## src/rtl/pipe_pkg.sv

```systemverilog
// Shared definitions for the IF/ID pipeline control: NOP encoding, JR opcode,
// FSM state encoding and a saturating-increment helper.
package pipe_pkg;

    // Wide enough for any supported IW; users slice to their own width.
    localparam logic [63:0] NOP_INSTR = 64'b0;
    localparam logic [2:0]  OPC_JR    = 3'b111;

    typedef enum logic [1:0] {
        RUN   = 2'd0,
        STALL = 2'd1,
        FLUSH = 2'd2
    } state_t;

    function automatic logic [7:0] sat_inc8(input logic [7:0] value);
        return (value == 8'hFF) ? value : value + 8'd1;
    endfunction

endpackage

```

## src/rtl/stall_watchdog.sv

```systemverilog
// Counts consecutive stall cycles (saturating at 255) and raises a sticky
// timeout flag once the count reaches STALL_MAX.
module stall_watchdog
    import pipe_pkg::*;
#(
    parameter int unsigned STALL_MAX = 8
) (
    input  logic clock,
    input  logic reset,
    input  logic stall,
    output logic timeout
);

    logic [7:0] cnt_q;
    logic [7:0] cnt_d;

    // Any non-stall cycle ends the run of consecutive stalls.
    assign cnt_d = stall ? sat_inc8(cnt_q) : 8'd0;

    // NOTE: state registers use non-blocking assignments so every flop samples
    // the pre-edge values, independent of process evaluation order.
    always_ff @(posedge clock or posedge reset) begin
        if (reset) begin
            cnt_q   <= 8'd0;
            timeout <= 1'b0;
        end else begin
            cnt_q <= cnt_d;
            if (stall && (cnt_d >= 8'(STALL_MAX))) begin
                timeout <= 1'b1;
            end
        end
    end

endmodule

```

## src/rtl/if_id_stall_ctrl.sv

```systemverilog
// IF/ID pipeline register with stall hold, bubble injection and multi-cycle flush.
// Optional statistics counters are enabled by defining IF_ID_STALL_STATS_EN.
module if_id_stall_ctrl
    import pipe_pkg::*;
#(
    parameter int unsigned IW           = 16,
    parameter int unsigned AW           = 16,
    parameter int unsigned FLUSH_CYCLES = 2,
    parameter int unsigned STALL_MAX    = 8
) (
    input  logic          clock,
    input  logic          reset,
    input  logic          stall_req,
    input  logic          flush_req,
    input  logic [IW-1:0] instr_in,
    input  logic [AW-1:0] pc_in,
    output logic          pc_write_en,
    output logic [IW-1:0] ifid_instr,
    output logic [AW-1:0] ifid_pc,
    output logic          ifid_valid,
    output logic          idex_bubble,
    output logic          stall_timeout
`ifdef IF_ID_STALL_STATS_EN
    ,
    output logic [31:0]   stat_stall_cycles,
    output logic [31:0]   stat_flush_events,
    output logic [31:0]   stat_nops
`endif
);

    localparam logic [IW-1:0] NOP          = NOP_INSTR[IW-1:0];
    localparam logic [3:0]    FLUSH_RELOAD = 4'(FLUSH_CYCLES - 1);

    state_t        state_q, state_d;
    logic [3:0]    flush_cnt_q, flush_cnt_d;
    logic [IW-1:0] instr_d;
    logic [AW-1:0] pc_d;
    logic          valid_d;
    logic          load_nop;
    logic          eff_stall;

    // A flush squashes whatever is stalled, and a NOP in ID cannot cause a hazard.
    assign eff_stall   = stall_req & ~flush_req & (state_q != FLUSH);
    assign pc_write_en = ~eff_stall;
    assign idex_bubble = eff_stall;

    // NOTE: every variable gets a default before the branches so no path
    // leaves it unassigned, which would otherwise infer a latch.
    always_comb begin
        state_d     = state_q;
        flush_cnt_d = flush_cnt_q;
        instr_d     = ifid_instr;
        pc_d        = ifid_pc;
        valid_d     = ifid_valid;
        load_nop    = 1'b0;

        if (flush_req) begin
            load_nop    = 1'b1;
            pc_d        = pc_in;
            flush_cnt_d = FLUSH_RELOAD;
            state_d     = (FLUSH_CYCLES > 1) ? FLUSH : RUN;
        end else begin
            case (state_q)
                FLUSH: begin
                    load_nop    = 1'b1;
                    pc_d        = pc_in;
                    flush_cnt_d = flush_cnt_q - 4'd1;
                    if (flush_cnt_q <= 4'd1) begin
                        state_d = RUN;
                    end
                end
                default: begin
                    if (eff_stall) begin
                        state_d = STALL;
                    end else begin
                        instr_d = instr_in;
                        pc_d    = pc_in;
                        valid_d = 1'b1;
                        state_d = RUN;
                    end
                end
            endcase
        end

        if (load_nop) begin
            instr_d = NOP;
            valid_d = 1'b0;
        end
    end

    always_ff @(posedge clock or posedge reset) begin
        if (reset) begin
            state_q     <= RUN;
            flush_cnt_q <= 4'd0;
            ifid_instr  <= NOP;
            ifid_pc     <= '0;
            ifid_valid  <= 1'b0;
        end else begin
            state_q     <= state_d;
            flush_cnt_q <= flush_cnt_d;
            ifid_instr  <= instr_d;
            ifid_pc     <= pc_d;
            ifid_valid  <= valid_d;
        end
    end

    stall_watchdog #(
        .STALL_MAX (STALL_MAX)
    ) u_watchdog (
        .clock   (clock),
        .reset   (reset),
        .stall   (eff_stall),
        .timeout (stall_timeout)
    );

`ifdef IF_ID_STALL_STATS_EN
    always_ff @(posedge clock or posedge reset) begin
        if (reset) begin
            stat_stall_cycles <= 32'd0;
            stat_flush_events <= 32'd0;
            stat_nops         <= 32'd0;
        end else begin
            if (eff_stall) stat_stall_cycles <= stat_stall_cycles + 32'd1;
            if (flush_req) stat_flush_events <= stat_flush_events + 32'd1;
            if (load_nop)  stat_nops         <= stat_nops + 32'd1;
        end
    end
`endif

endmodule

```

## config.mk

```make
export PLATFORM = sky130hd
export DESIGN_NAME = if_id_stall_ctrl
export DESIGN_NICKNAME = d
export VERILOG_FILES = /design/src/rtl/pipe_pkg.sv /design/src/rtl/stall_watchdog.sv /design/src/rtl/if_id_stall_ctrl.sv
export SDC_FILE = /design/constraint.sdc
export NUM_CORES = 1
export LEC_CHECK = 0
export BUFFER_PORTS_ARGS = -buffer_cell sky130_fd_sc_hd__buf_2
export CAP_MARGIN = 15
export CORE_MARGIN = 2
export CORE_UTILIZATION = 45
export DETAILED_ROUTE_END_ITERATION = 10
export GPL_TIMING_DRIVEN = 1
export HOLD_SLACK_MARGIN = 0.02
export MAX_ROUTING_LAYER = met4
export PLACE_DENSITY = 0.8
export SYNTH_ARGS = -nofsm -noshare
export SYNTH_HDL_FRONTEND = slang
export SYNTH_HIERARCHICAL = 1
export SYNTH_SLANG_ARGS = --single-unit
```

## constraint.sdc

```tcl
create_clock -name clock -period 2.1 [get_ports clock]
set_clock_uncertainty 0.1 [all_clocks]
set_input_delay 0.315 -clock clock [delete_from_list [all_inputs] [get_ports clock]]
set_output_delay 0.315 -clock clock [all_outputs]
set_load 0.05 [all_outputs]
```

==> impl_metrics.env, run 1 <==
export IMPL_status="finished, final reports clean"
export IMPL_worst_pin_slew_ps=990.5
export IMPL_grt_pass1_wl_um=7044
export IMPL_crit_path_top_delay_cell="dfrtp_1"
export IMPL_cts_num_sinks=48
export IMPL_p_leak_nw=1.366
export IMPL_antenna_found_initial=0
export IMPL_port_buffers=71
export IMPL_slew_viol_final=0
export IMPL_final_common_cell="buf_2"
export IMPL_setup_violations_final=0
export IMPL_place_hpwl_um=3209
export IMPL_grtUsageTotal_pct=17.90
export IMPL_layout_common_cells="buf_2 (70), dfrtp_1 (48), a22o_1 (16)"
export IMPL_dr_pass1_iters=4
export IMPL_ys_seq_area_share_pct=56.84
export IMPL_synth_top_family_by_area="compound AO/OA/AOI/OAI gates"
export IMPL_peakVddDrop_mv=0.4830
export IMPL_min_period_over_period_pct=93.78
export IMPL_drt_drc_violations_left=0
export IMPL_die_h_um=72.53
export IMPL_area_growth_pct=24.51
export IMPL_hold_start="pc_in[0]"
export IMPL_critPathBufInv=2
export IMPL_core_mm2=0.004444
export IMPL_place_gp_congestion=0.9744
export IMPL_rows=24
export IMPL_boundaryPins=72
export IMPL_die_area_mm2=0.005261
export IMPL_critPathArrivalTime_ps=1550
export IMPL_p_per_area_mw_per_mm2=986.4
export IMPL_r2r_start="u_watchdog/cnt_q[0]"
export IMPL_root_buffer="clkbuf_8"
export IMPL_numCtsBuffers=5
export IMPL_rrSetupSlack_ps=170
export IMPL_grt_pass1_vias=1487
export IMPL_yosys_warnings=6
export IMPL_via_count=1559
export IMPL_hold_viol=0
export IMPL_antenna_cells=0
export IMPL_cts_htree_levels=2
export IMPL_cp_cell_sequence="nor2b_4 -> nor3b_4 -> buf_4 -> clkbuf_4"
export IMPL_postRouteAntennaNets=0
export IMPL_avgViaCountPerCell=5.321
export IMPL_timing_rr_end="u_watchdog/timeout"
export IMPL_holdPathEnd="ifid_pc[0]"
export IMPL_wl_um=4317
export IMPL_clk_latency_ps=290
export IMPL_fmax_ghz=0.5078
export IMPL_synth_nets=202
export IMPL_synth_seq_cells=48
export IMPL_startpoint_type="flop"
export IMPL_finalSetupTns_ps=0
export IMPL_synth_xor_area_share_pct=1.658
export IMPL_cp_max_fo=8
export IMPL_nets=279
export IMPL_synthMuxAreaShare_pct=10.30
export IMPL_min_period_ps=1969
export IMPL_fill_cells=392
export IMPL_grt_max_degree=30
export IMPL_cp_slowest_stage_delay_ps=380
export IMPL_syn_area_mm2=0.002113
export IMPL_initial_core_util_pct=47.55
export IMPL_wl_per_cell_um=14.73
export IMPL_rsz0062_at_grt="false"
export IMPL_clock_path_buffers=2
export IMPL_cts_tree="yes"
export IMPL_hold_depth=2
export IMPL_hold_class="input port to flop"
export IMPL_power_total_mw=2.595
export IMPL_syn_inst=163
export IMPL_required_ps=1680
export IMPL_grt_ovfl_total=0
export IMPL_drive_above_1_share_pct=43.98
export IMPL_path_clk_slew_ps=80
export IMPL_synth_avg_cell_area_um2=12.96
export IMPL_crit_path_end_kind="primary output"
export IMPL_drt_iter0_markers=171
export IMPL_relSlewSlack_pct=33.61
export IMPL_r2r_cells=5
export IMPL_synth_simple_gate_area_share_pct=10.30
export IMPL_synth_compound_area_share_pct=14.68
export IMPL_synth_fa_ha_area_share_pct=1.776
export IMPL_cpLargestDelayFamily="buffers and inverters"
export IMPL_synth_distinct_cells=41
export IMPL_worstSetupPathType="flop to primary output"
export IMPL_maxCapViolations=0
export IMPL_die_width_um=72.53
[repair_timing]
item | 4_1_cts | 5_1_grt
hold buffers | 1 | 0
endpoints found under the setup margin | 0 | 2
hold endpoints to repair | 48 | 0
resized for setup | 0 | 1
buffers inserted | 0 | 1
[per-stage QoR]
stage / area [um2] / utilization (%) / worst slack (ps) / instances / hold slack [ps]
final: 2631 / 59.21 / 130.5 / 293 / 123.0
after floorplan: 2121 / - / 17.86 / 163 / 42.92
after detailed placement: 2504 / 56.33 / 196.4 / 283 / 197.4
after CTS: 2621 / 58.98 / 25.85 / 292 / 120.6
after global placement: 2504 / 56.33 / 215.0 / 283 / 201.8
after global routing: 2631 / 59.21 / 29.01 / 293 / 118.1
[layer usage]
layer,track usage (%),up-vias,share of wire (%)
li1,-,746,-
met1,23.22,743,43
met2,26.87,65,48
met3,5.000,5,7.4
met4,6.790,0,1.1
met5,-,-,0
[Yosys cell counts]
master	count	area (um2)
o32ai_1	1	8.760
nor2b_4	1	13.76
nand4_1	2	12.51
a21oi_1	4	20.02
o22ai_1	1	6.260
nor2_1	9	33.78
a211oi_1	1	7.510
nand2_1	4	15.01
nand3_1	3	15.01
buf_2	3	15.01
mux2_2	4	45.04
o21ai_0	5	25.02
buf_8	1	15.01
dfrtp_1	48	1201
nor3_1	6	30.03
and3_2	2	15.01
nor3_2	1	10.01
o31a_1	1	8.760
nor3b_4	1	18.77
xnor2_1	2	17.52
mux2_4	10	150.1
nand2b_1	2	12.51
inv_1	7	26.28
buf_6	2	22.52
ha_1	3	37.54
a21o_1	1	7.510
and3_1	2	12.51
mux2_1	2	22.52
a41oi_1	1	8.760
o32a_1	1	10.01
a22o_1	16	140.1
a31o_2	1	8.760
nor3b_1	2	15.01
a31oi_1	4	25.02
a211o_1	1	8.760
buf_4	2	15.01
xor2_1	2	17.52
o211a_1	1	10.01
nand3b_1	1	7.510
a311oi_2	1	15.01
nor2b_1	1	6.260
[cells by family after synthesis]
group | count (synthesis)
flops | 48
simple gates | 37
compound gates | 40
buf+inv | 15
fa+ha+maj | 3
mux | 16
xor+xnor | 4
[worst max-delay path by stage]
stage	slack (ps)	start	cells past startpoint	end
6_report	130	state_q[1]	4	idex_bubble
5_1_grt	30	u_watchdog/cnt_q[0]	5	u_watchdog/timeout
4_1_cts	30	state_q[1]	4	idex_bubble
3_5_place_dp	200	u_watchdog/cnt_q[0]	5	u_watchdog/timeout
3_3_place_gp	210	u_watchdog/cnt_q[0]	5	u_watchdog/timeout
2_1_floorplan	20	state_q[1]	8	u_watchdog/timeout
[state kept, by name, indices dropped and copies added, names as in the netlist]
signal	cells
u_watchdog/timeout	1
ifid_instr	16
state_q	2
ifid_pc	16
ifid_valid	1
flush_cnt_q	4
u_watchdog/cnt_q	8
[area by class of cell]
| cell class | instances | area (um2) | share of cell area, % |
|---|---|---|---|
| Clock buffer | 6 | 72.57 | 2.758 |
| Clock inverter | 2 | 35.03 | 1.331 |
| Inverter | 7 | 26.28 | 0.9986 |
| Multi-Input combinational cell | 100 | 818.3 | 31.10 |
| Sequential cell | 48 | 1201 | 45.65 |
| Tap cell | 52 | 65.06 | 2.473 |
| Timing Repair Buffer | 78 | 412.9 | 15.69 |
[report_power, final]
group          internal [mW]  total [mW]  leakage, nW  switching (mW)
combinational          0.284       0.819        0.691           0.535
sequential              1.05        1.13        0.620          0.0871
clock                  0.353       0.642       0.0552           0.289
total                   1.68        2.60         1.37           0.911
(Power assumes the default switching activity.)
==> run 2, diff against run 1 <==
SYNTH_HIERARCHICAL = not set   (was 1)
==> run 2 against run 1 <==
  * Worst hold slack worse by 70 ps
  * Worst setup slack better by 110 ps
  * Cell area down 0.76%
  * Largest cell class unchanged
==> impl_metrics.env, run 2 <==
export IMPL_wl_um=3822
export IMPL_slew_viol_final=0
export IMPL_cts_tree="yes"
export IMPL_core_mm2=0.004444
export IMPL_clock_path_buffers=2
export IMPL_critPathArrivalTime_ps=1440
export IMPL_top_regs="ifid_instr (16), ifid_pc (16), u_watchdog.cnt_q (8)"
export IMPL_port_buffers=71
export IMPL_wl_met2_um=1725
export IMPL_root_buffer="clkbuf_8"
export IMPL_wl_met1_um=1775
export IMPL_die_width_um=72.63
export IMPL_yosys_warnings=0
export IMPL_postRouteAntennaNets=0
export IMPL_dr_pass1_iters=3
export IMPL_grt_pass1_wl_um=6513
export IMPL_timing_rr_end="u_watchdog.timeout"
export IMPL_antenna_found_initial=0
export IMPL_dp_cells=292
export IMPL_synth_edf_count=0
export IMPL_synth_distinct_cells=35
export IMPL_met3WireLength_um=251
export IMPL_grt_pass1_vias=1512
export IMPL_path_clk_slew_ps=90
export IMPL_clk_latency_ps=300
export IMPL_cts_hold_buffers=0
export IMPL_finalSetupTns_ps=0
export IMPL_crit_path_end_kind="primary output"
export IMPL_maxCapViolations=0
export IMPL_synth_nets=214
export IMPL_synth_area_leaders="dfrtp_1 (57%), mux2i_1 (9.0%), mux2_2 (8.5%)"
export IMPL_rrSetupSlack_ps=450
export IMPL_nets=286
export IMPL_final_common_cell="buf_2"
export IMPL_r2r_start="u_watchdog.cnt_q[0]"
export IMPL_synth_top_area_share_pct=56.67
export IMPL_place_gp_congestion=0.9124
export IMPL_grtUsageTotal_pct=16.42
export IMPL_synth_most_common_cell="dfrtp_1"
export IMPL_drive_above_1_share_pct=43.15
export IMPL_fill_cells=378
export IMPL_required_ps=1680
export IMPL_highest_layer="met4"
export IMPL_synth_avg_cell_area_um2=12.11
export IMPL_boundaryPins=72
export IMPL_synth_seq_cells=48
export IMPL_die_h_um=72.63
export IMPL_synthArstFlopShare_pct=100.0
export IMPL_worst_pin_slew_ps=581.9
export IMPL_rows=24
export IMPL_via_count=1483
export IMPL_relSlewSlack_pct=61.21
export IMPL_die_area_mm2=0.005275
export IMPL_utilization_pct=58.76
export IMPL_post_cts_resized=0
export IMPL_grt_ovfl_total=0
export IMPL_layout_common_cells="buf_2 (71), dfrtp_1 (48), nor2_1 (30)"
export IMPL_hold_viol=0
export IMPL_cts_num_sinks=48
export IMPL_worstSetupPathType="flop to primary output"
export IMPL_avgViaCountPerCell=4.943
export IMPL_synth_ff_type="dfrtp_1"
export IMPL_synth_top_area_cell="dfrtp_1"
export IMPL_ys_seq_area_share_pct=56.67
export IMPL_min_period_ps=1855
export IMPL_grt_max_degree=49
export IMPL_syn_inst=175
export IMPL_drt_iter0_markers=33
export IMPL_status="finished, final reports clean"
export IMPL_setup_violations_final=0
export IMPL_antenna_cells=0
export IMPL_p_leak_nw=1.362
export IMPL_rsz0062_at_grt="false"
export IMPL_startpoint_type="flop"
export IMPL_drt_drc_violations_left=0
export IMPL_place_hpwl_um=2697
export IMPL_yosys_top_cells_count="dfrtp_1 (48), nor2_1 (30), mux2i_1 (19), mux2_2 (16)"
export IMPL_area_growth_pct=23.20
export IMPL_syn_area_mm2=0.002120
export IMPL_fmax_ghz=0.5389
export IMPL_initial_core_util_pct=47.69
export IMPL_fin_cells=300
export IMPL_wl_per_cell_um=12.74
export IMPL_numCtsBuffers=5
export IMPL_min_period_over_period_pct=88.36
export IMPL_r2r_cells=5
export IMPL_p_per_area_mw_per_mm2=1001
export IMPL_hold_class="input port to asynchronous set/reset pin"
export IMPL_cp_max_fo=11
export IMPL_peakVddDrop_mv=0.5942
export IMPL_post_cts_buffers=0
export IMPL_cts_htree_levels=2
-- run 2: cells by family (layout without fill, tap and decap cells) --
family,after synthesis,count (layout),share of synthesized area [%]
adder cells (fa/ha/maj),3,3,1.771
flip-flops,48,48,56.67
AND/OR/NAND/NOR,54,54,12.69
AO/OA/AOI/OAI,15,15,4.486
multiplexers,36,36,18.18
XOR/XNOR,4,4,1.653
buffers and inverters,15,88,4.545
-- run 2: through the flow --
step           hold slack, ps  worst slack, ps  area (um2)  power [mW]
2_1_floorplan           281.4            319.6        2120       1.793
3_3_place_gp            368.6            499.1        2490       1.911
3_5_place_dp            372.0            469.0        2490       1.939
4_1_cts                 69.74            211.4        2611       2.648
5_1_grt                 118.6            154.3        2611       2.760
6_report                53.17            244.5        2611       2.613
-- run 2: power by group --
group / internal, mW / leakage [nW] / switching, mW / total (mW)
clock: 0.389 / 0.0614 / 0.305 / 0.695
combinational: 0.249 / 0.686 / 0.546 / 0.795
sequential: 1.05 / 0.615 / 0.0765 / 1.12
total: 1.68 / 1.36 / 0.928 / 2.61
-- run 2: cell type report --
class / count / area [um2] / area share [%]
clock buffers: 6 / 82.58 / 3.162
clock inverters: 2 / 38.79 / 1.485
inverters: 7 / 31.28 / 1.198
multi-input cells: 112 / 822.0 / 31.48
flip-flops and latches: 48 / 1201 / 46.00
well taps: 52 / 65.06 / 2.492
repair buffers: 73 / 370.4 / 14.18
-- run 2: how the worst max path moves through the flow --
stage | start | end | slack, ps | depth (start not counted)
finish | state_q[0] | pc_write_en | 240 | 4
global route | state_q[0] | pc_write_en | 150 | 4
CTS | state_q[0] | pc_write_en | 210 | 4
detailed placement | u_watchdog.cnt_q[0] | u_watchdog.timeout | 470 | 5
global placement | u_watchdog.cnt_q[0] | u_watchdog.timeout | 500 | 5
floorplan | state_q[1] | idex_bubble | 320 | 6
-- run 2: critical path: stages, from the launching register on --
cell,delay [ps]
dfrtp_1,400
nor2b_4,230
nor2_4,60
nand2_4,160
buf_2,290
-- run 2: routing by layer --
layer	GRT usage (%)	vias up
met5	-	-
met4	7.407	0
met3	3.039	8
met2	25.66	57
met1	20.94	691
li1	-	727
